File: src/rtl/serial_adder.sv
// Bit-serial WIDTH-bit adder that feeds one bit pair per clock through a 1-bit fulladder cell.
// Define SERIAL_ADDER_OVF_EN to add the registered signed-overflow output ovf.
module serial_adder #(
  parameter int WIDTH = 8
) (
  input  logic             clk,
  input  logic             reset,
  input  logic             start,
  input  logic [WIDTH-1:0] a,
  input  logic [WIDTH-1:0] b,
  input  logic             cin,
  output logic             busy,
  output logic             done,
  output logic [WIDTH-1:0] sum,
  output logic             cout
`ifdef SERIAL_ADDER_OVF_EN
  ,
  output logic             ovf
`endif
);

  localparam int CW = (WIDTH > 1) ? $clog2(WIDTH) : 1;
  localparam logic [CW-1:0] CNT_LAST = CW'(WIDTH - 1);

  typedef enum logic [1:0] {
    S_IDLE  = 2'd0,
    S_SHIFT = 2'd1,
    S_DONE  = 2'd2
  } state_t;

  state_t           state_q, state_d;
  logic [WIDTH-1:0] shift_a_q, shift_a_d;
  logic [WIDTH-1:0] shift_b_q, shift_b_d;
  logic [WIDTH-1:0] sum_q, sum_d;
  logic             carry_q, carry_d;
  logic             cout_q, cout_d;
  logic [CW-1:0]    cnt_q, cnt_d;
  logic             fa_s, fa_cout;
`ifdef SERIAL_ADDER_OVF_EN
  logic             ovf_q, ovf_d;
`endif

  fulladder u_fa (
    .A    (shift_a_q[0]),
    .B    (shift_b_q[0]),
    .Cin  (carry_q),
    .S    (fa_s),
    .Cout (fa_cout)
  );

  always_comb begin
    state_d   = state_q;
    shift_a_d = shift_a_q;
    shift_b_d = shift_b_q;
    sum_d     = sum_q;
    carry_d   = carry_q;
    cout_d    = cout_q;
    cnt_d     = cnt_q;
`ifdef SERIAL_ADDER_OVF_EN
    ovf_d     = ovf_q;
`endif
    case (state_q)
      S_IDLE: begin
        if (start) begin
          shift_a_d = a;
          shift_b_d = b;
          carry_d   = cin;
          cnt_d     = '0;
          sum_d     = '0;
`ifdef SERIAL_ADDER_OVF_EN
          ovf_d     = 1'b0;
`endif
          state_d   = S_SHIFT;
        end
      end
      S_SHIFT: begin
        // LSB-first: each slice result enters at the top and walks down to its final position.
        shift_a_d = shift_a_q >> 1;
        shift_b_d = shift_b_q >> 1;
        sum_d     = {fa_s, sum_q[WIDTH-1:1]};
        carry_d   = fa_cout;
        cnt_d     = cnt_q + CW'(1);
        if (cnt_q == CNT_LAST) begin
          cout_d  = fa_cout;
`ifdef SERIAL_ADDER_OVF_EN
          // carry_q here is the carry into the MSB slice.
          ovf_d   = fa_cout ^ carry_q;
`endif
          state_d = S_DONE;
        end
      end
      S_DONE: begin
        state_d = S_IDLE;
      end
      default: begin
        state_d = S_IDLE;
      end
    endcase
  end

  always_ff @(posedge clk) begin
    if (reset) begin
      state_q   <= S_IDLE;
      shift_a_q <= '0;
      shift_b_q <= '0;
      sum_q     <= '0;
      carry_q   <= 1'b0;
      cout_q    <= 1'b0;
      cnt_q     <= '0;
`ifdef SERIAL_ADDER_OVF_EN
      ovf_q     <= 1'b0;
`endif
    end else begin
      state_q   <= state_d;
      shift_a_q <= shift_a_d;
      shift_b_q <= shift_b_d;
      sum_q     <= sum_d;
      carry_q   <= carry_d;
      cout_q    <= cout_d;
      cnt_q     <= cnt_d;
`ifdef SERIAL_ADDER_OVF_EN
      ovf_q     <= ovf_d;
`endif
    end
  end

  assign busy = (state_q == S_SHIFT);
  assign done = (state_q == S_DONE);
  assign sum  = sum_q;
  assign cout = cout_q;
`ifdef SERIAL_ADDER_OVF_EN
  assign ovf  = ovf_q;
`endif

endmodule

module fulladder (
  input  logic A,
  input  logic B,
  input  logic Cin,
  output logic S,
  output logic Cout
);
  assign S    = A ^ B ^ Cin;
  assign Cout = (A & B) | (Cin & (A ^ B));
endmodule
File: config.mk
export PLATFORM = sky130hd
export DESIGN_NAME = serial_adder
export DESIGN_NICKNAME = d
export VERILOG_FILES = /design/src/rtl/serial_adder.sv
export SDC_FILE = /design/constraint.sdc
export NUM_CORES = 1
export LEC_CHECK = 0
export BUFFER_PORTS_ARGS = -buffer_cell sky130_fd_sc_hd__buf_4
export CAP_MARGIN = 10
export CORE_ASPECT_RATIO = 1.1
export CORE_MARGIN = 5
export CORE_UTILIZATION = 45
export DETAILED_ROUTE_END_ITERATION = 6
export PLACE_DENSITY = 0.78
export SLEW_MARGIN = 5
export SYNTH_ARGS = -nofsm -noshare
export SYNTH_HDL_FRONTEND = slang
export SYNTH_SLANG_ARGS = --single-unit
File: constraint.sdc
create_clock -name clk -period 1.17 [get_ports clk]
set_input_delay 0.234 -clock clk [delete_from_list [all_inputs] [get_ports clk]]
set_output_delay 0.234 -clock clk [all_outputs]
set_load 0.01 [all_outputs]
# [Word-level counts from Yosys, hierarchy flattened]
# Cells that the tools add are included.
[totals] regBits=31 in_bits=20 elab_cells=36
[op_classes] n_addsub=1 eq_ne=5 mux=13 bitwise=5 reduce_logical=5
[ops] operator="$pmux W8 S2" n=3
[ops] operator="$mux W8" n=3
[ops] operator="$pmux W3 S2" n=1
[ops] operator="$reduce_and A2 Y1" n=3
[ops] operator="$mux W2" n=2
[ops] operator="$pmux W2 S2" n=1
[ops] operator="$add A3 B1 Y3 const B" n=1
[ops] operator="$eq A3 B3 Y1 const B" n=1
[ops] operator="$mux W3" n=1
[ops] operator="$and A1 B1 Y1" n=2
[ops] operator="$eq A2 B1 Y1 const B" n=1
[ops] operator="$eq A2 B2 Y1 const B" n=1
[ops] operator="$logic_not A2 Y1" n=1
[ops] operator="$ne A2 B1 Y1 const B" n=1
[ops] operator="$ne A2 B2 Y1 const B" n=1
[ops] operator="$pmux W1 S2" n=1
[ops] operator="$reduce_bool A2 Y1" n=1
[ops] operator="$xor A1 B1 Y1" n=2
[ops] operator="$mux W1" n=1
[ops] operator="$or A1 B1 Y1" n=1

# [Longest topological paths before layout]
[depth] ltp_word=4 ltp_mapped=5 depth_no_buf=5

# [Cells and area by module]
# From an unflattened synthesis, not the netlist that was laid out.
[hier_totals] cells_unflattened=141 area_unflattened_um2=1355.0
[by_module_without_submodules] module="serial_adder" instances=1 cells_per_inst=140 area_per_inst_um2=1335.0 seq_area_each_um2=620.6
[by_module_without_submodules] module="fulladder" instances=1 cells_per_inst=1 area_per_inst_um2=20.0 seq_area_each_um2=0.0

# [Worst setup path before layout]
# OpenSTA, ideal clock, no wires.
[synth_path] path_kind="reg2reg" from="reg carry_q" to="reg sum_q[7], in the netlist sum[7]" setup_ns=0.128 t_arrival_ns=1.065 required_ns=1.042 path_slack_ns=-0.022 path_stages_with_launch=5 path_cell_list="dfxtp_1 inv_1 fa_1 a2bb2oi_1 nor2_1"
[synth_between] elab_chain_cells=2
[synth_lines] item="from (decl)" line_no="35" source="logic carry_q, carry_d;"
[synth_lines] item="from (signal assigned)" line_no="118" source="carry_q <= carry_d;"
[synth_lines] item="$xor A1 B1 Y1" line_no="144" source="assign S = A ^ B ^ Cin;"
[synth_lines] item="$pmux W8 S2" line_no="62" source="case (state_q)"
[synth_lines] item="to (signal assigned)" line_no="117" source="sum_q <= sum_d;"
[synth_lines] item="to (decl)" line_no="34" source="logic [WIDTH-1:0] sum_q, sum_d;"
# No other way between the ends.
# A chain may end at the register's enable or synchronous reset.

# [Worst setup path after layout]
[layout_path] from="reg state_q[0]" to="out busy"
[layout_between] elab_chain_cells=1
[layout_lines] item="from (decl)" line_no="31" source="state_t state_q, state_d;"
[layout_lines] item="from (signal assigned)" line_no="114" source="state_q <= state_d;"
[layout_lines] item="$eq A2 B1 Y1" line_no="127" source="assign busy = (state_q == S_SHIFT);"
[layout_lines] item="to (decl)" line_no="12" source="output logic busy,"
# No other way between the ends.

==> impl_metrics.sql <==
INSERT INTO impl_metrics (metric_group, metric, value, unit) VALUES
('synth', 'synth_fp_nets', '168', ''),
('timing', 'final_hold_viol_count', '0', ''),
('timing', 'post-route-min-period', '1.29', 'ns'),
('global_routing', 'global_route.usage.total', '17.7', '%'),
('setup_path', 'crit_slowest_cell', 'sky130_fd_sc_hd__dfxtp_4', ''),
('setup_path', 'critPathCaptureType', 'primary output', ''),
('clock_network', 'clock_insertion_delay_worst_skew', '0.35', 'ns'),
('synth', 'syn_avg_cell_area', '9.66', 'um2'),
('synth', 'netlist_top_cells_area', 'sky130_fd_sc_hd__dfxtp_1 44%, sky130_fd_sc_hd__a211oi_2 8.9%, sky130_fd_sc_hd__nor2_1 8.3%', ''),
('setup_path', 'crit_family', 'flip-flops', ''),
('clock_network', 'cts.reportedPaths.clkPinSlew', '0.09', 'ns'),
('global_routing', 'grt_start_max_net_pins', '32', ''),
('timing', 'timing.final.ws_setup', '-0.117', 'ns'),
('place', 'placement.setup.worst_slack', '-0.0673', 'ns'),
('floorplan', 'die_width', '63.2', 'um'),
('timing', 'finalSetupViolCount', '16', ''),
('route', 'route.final.wire_length', '3900', 'um'),
('min_path', 'min_delay_worst_endpoint', 'shift_a_q[7]', ''),
('min_path', 'holdCritStartpoint', 'a[7]', ''),
('floorplan', 'initial_core_util', '46.4', '%'),
('route', 'ant_nets', '0', ''),
('floorplan', 'core_region_area', '3020', 'um2'),
('setup_path', 'critical_path_buf_inv_count', '3', ''),
('timing', 'fin_skew', '0.0111', 'ns'),
('pwr', 'totalPowerFinal', '0.00230', 'W'),
('layout', 'area.growth.synth_to_final', '49.1', '%'),
('timing', 'drv_slew', '0', ''),
('setup_path', 'r2r_end', 'shift_b_q[3]', ''),
('setup_path', 'worstPathCellList', 'buf_6, nand2b_4, inv_4, buf_6', ''),
('layout', 'final_cell_count_no_fill', '225', ''),
('layout', 'post_route_cells_drive_above_1_share', '58.1', '%'),
('floorplan', 'fp.dieH', '68.5', 'um'),
('route', 'routed_wire_length_per_instance', '17.3', 'um'),
('synth', 'post_synth_inst_count', '145', ''),
('synth', 'syn_area', '1400', 'um2'),
('floorplan', 'top_level_ports', '31', ''),
('setup_path', 'crit_fanout', '3', ''),
('setup_path', 'critical_path.startpoint_type', 'register', ''),
('floorplan', 'floorplan.die_area', '4330', 'um2'),
('timing', 'fin_setup_tns', '-1.40', 'ns'),
('floorplan', 'placementRows', '21', ''),
('route', 'detail_route.drc_violations', '0', ''),
('clock_network', 'htree_num_levels', '2', ''),
('route', 'route.detailed.vias_per_inst', '5.66', ''),
('setup_path', 'biggest_cell_delay_along_the_critical_path', '0.37', 'ns'),
('setup_path', 'regToRegStartpoint', 'state_q[0]', ''),
('clock_network', 'cts_buffer_depth', '2', ''),
('pwr', 'power_leakage', '0.852', 'nW'),
('route', 'routed-via-count', '1273', ''),
('global_routing', 'wire_length_of_the_first_global_routing_pass', '5840', 'um'),
('global_routing', 'number_of_global_route_vias_before_repair', '1230', ''),
('clock_network', 'tritoncts', 'built', ''),
('setup_path', 'reg2regPathDepth', '6', ''),
('place', 'place.port_buffers', '30', ''),
('outcome', 'violated_checks', 'negative setup slack', ''),
('place', 'place_hpwl', '2200', 'um'),
('pwr', 'power.density', '1100', 'nW/um2'),
('outcome', 'run_status', 'finished with violations', ''),
('clock_network', 'cts_root_buf', 'sky130_fd_sc_hd__clkbuf_4', ''),
('synth', 'ys.warnings.count', '0', ''),
('clock_network', 'cts_made_buffers', '5', ''),
('timing', 'min_period_over_period', '110', '%'),
('global_routing', 'overflow', '0', ''),
('synth', 'synth_cell_type_count', '30', ''),
('place', 'gp_congestion', '0.734', ''),
('pwr', 'worst_ir_drop_vdd', '0.999', 'mV'),
('setup_path', 'r2r_setup_slack', '-0.11', 'ns'),
('setup_path', 'worst-endpoint-required', '0.94', 'ns'),
('synth', 'synth-seq-cells', '31', ''),
('route', 'drtPass1Iterations', '4', ''),
('timing', 'max_slew.worst_pin.slew', '0.401', 'ns');
[layer usage]
| metal | wire length [um] | up-vias | GRT usage, % |
|---|---|---|---|
| li1 | - | 603 | - |
| met1 | 1480 | 628 | 19.7 |
| met2 | 2120 | 33 | 31.4 |
| met3 | 199 | 9 | 6.81 |
| met4 | 95 | 0 | 5.97 |
| met5 | 0 | - | 0 |
[cell usage in the layout, fill, tap and decap left out, types with 2 or more instances in the layout]
master / Yosys / final
sky130_fd_sc_hd__a21oi_1: 10 / 9
sky130_fd_sc_hd__nand3b_1: 2 / 2
sky130_fd_sc_hd__a211oi_2: 10 / 13
sky130_fd_sc_hd__clkinv_2: 0 / 3
sky130_fd_sc_hd__buf_6: 1 / 6
sky130_fd_sc_hd__a22oi_1: 9 / 4
sky130_fd_sc_hd__o221a_2: 3 / 3
sky130_fd_sc_hd__dfxtp_1: 31 / 25
sky130_fd_sc_hd__a22oi_2: 0 / 5
sky130_fd_sc_hd__buf_4: 5 / 38
sky130_fd_sc_hd__clkbuf_4: 0 / 5
sky130_fd_sc_hd__nor2_1: 31 / 17
sky130_fd_sc_hd__clkbuf_16: 0 / 2
sky130_fd_sc_hd__mux2i_1: 11 / 11
sky130_fd_sc_hd__nor2_2: 0 / 4
sky130_fd_sc_hd__buf_12: 0 / 2
sky130_fd_sc_hd__inv_1: 7 / 5
sky130_fd_sc_hd__dfxtp_2: 0 / 5
sky130_fd_sc_hd__inv_2: 1 / 2
sky130_fd_sc_hd__o21ai_1: 0 / 2
sky130_fd_sc_hd__nor2_4: 0 / 10
[worst min-delay path, cell delays in order]
cell and delay [ns]:
sky130_fd_sc_hd__buf_4 0.11, sky130_fd_sc_hd__nand3b_1 0.07, sky130_fd_sc_hd__a21oi_1 0.06
[timing repair]
action,4_1_cts,5_1_grt
endpoints found under the setup margin,16,31
pin swaps,3,18
gates resized for setup,39,23
gates cloned,2,1
setup buffers,7,1
hold buffers,0,0
[logic make-up after synthesis]
logic type	synth area share, %
adders and majority gates	3.21
DFF	44.3
and+or+nand+nor	12.7
muxes	7.86
buffers and inverters	7.14
AOI/OAI and AO/OA	24.8
[worst max-delay path by stage]
stage | endpoint | slack (ns) | cells past startpoint
5_1_grt | busy | -0.16 | 4
3_3_place_gp | sum[7] | -0.02 | 4
3_5_place_dp | carry_q | -0.07 | 5
6_report | busy | -0.12 | 4
4_1_cts | busy | -0.11 | 4
2_1_floorplan | sum[7] | -0.008 | 4
[layout make-up]
| cell class | count | area (um2) |
|---|---|---|
| Multi-Input combinational cell | 95 | 861 |
| Inverter | 8 | 32.5 |
| Clock inverter | 3 | 15.0 |
| Fill cell | 218 | 932 |
| Sequential cell | 31 | 631 |
| Clock buffer | 5 | 37.5 |
| Timing Repair Buffer | 49 | 470 |
| Tap cell | 34 | 42.5 |
[where the power goes]
group / internal (W) / total [W] / switching (W)
logic: 0.000270 / 0.000511 / 0.000241
registers: 0.00112 / 0.00117 / 0.0000567
clock network: 0.000223 / 0.000614 / 0.000391
[cell usage after synthesis, drive strengths merged]
cell type	instances
nand2	1
mux2i	11
nor2b	1
buf	9
dfxtp	31
and2b	1
a211oi	13
a311oi	1
a2bb2oi	1
clkbuf	2
nand3b	2
o221a	3
fa	1
o21bai	1
or3b	1
a22oi	9
inv	8
ha	2
o21ai	2
a21oi	10
nand2b	2
o21ba	1
nor2	31
nor3	1
[flip-flops by register name (all words and copies together) (netlist names)]
name,count
shift_a_q,8
cnt_q,3
carry_q,1
state_q,2
sum,8
shift_b_q,8
cout,1
[per-stage QoR]
step	util (%)	area, um2	hold slack, ns
2_1_floorplan	-	1400	0.394
5_1_grt	69.2	2090	0.171
3_5_place_dp	55.4	1670	0.473
3_3_place_gp	55.4	1670	0.462
6_report	69.2	2090	0.185
4_1_cts	65.1	1970	0.162
Power figures use the tool's default switching activity.
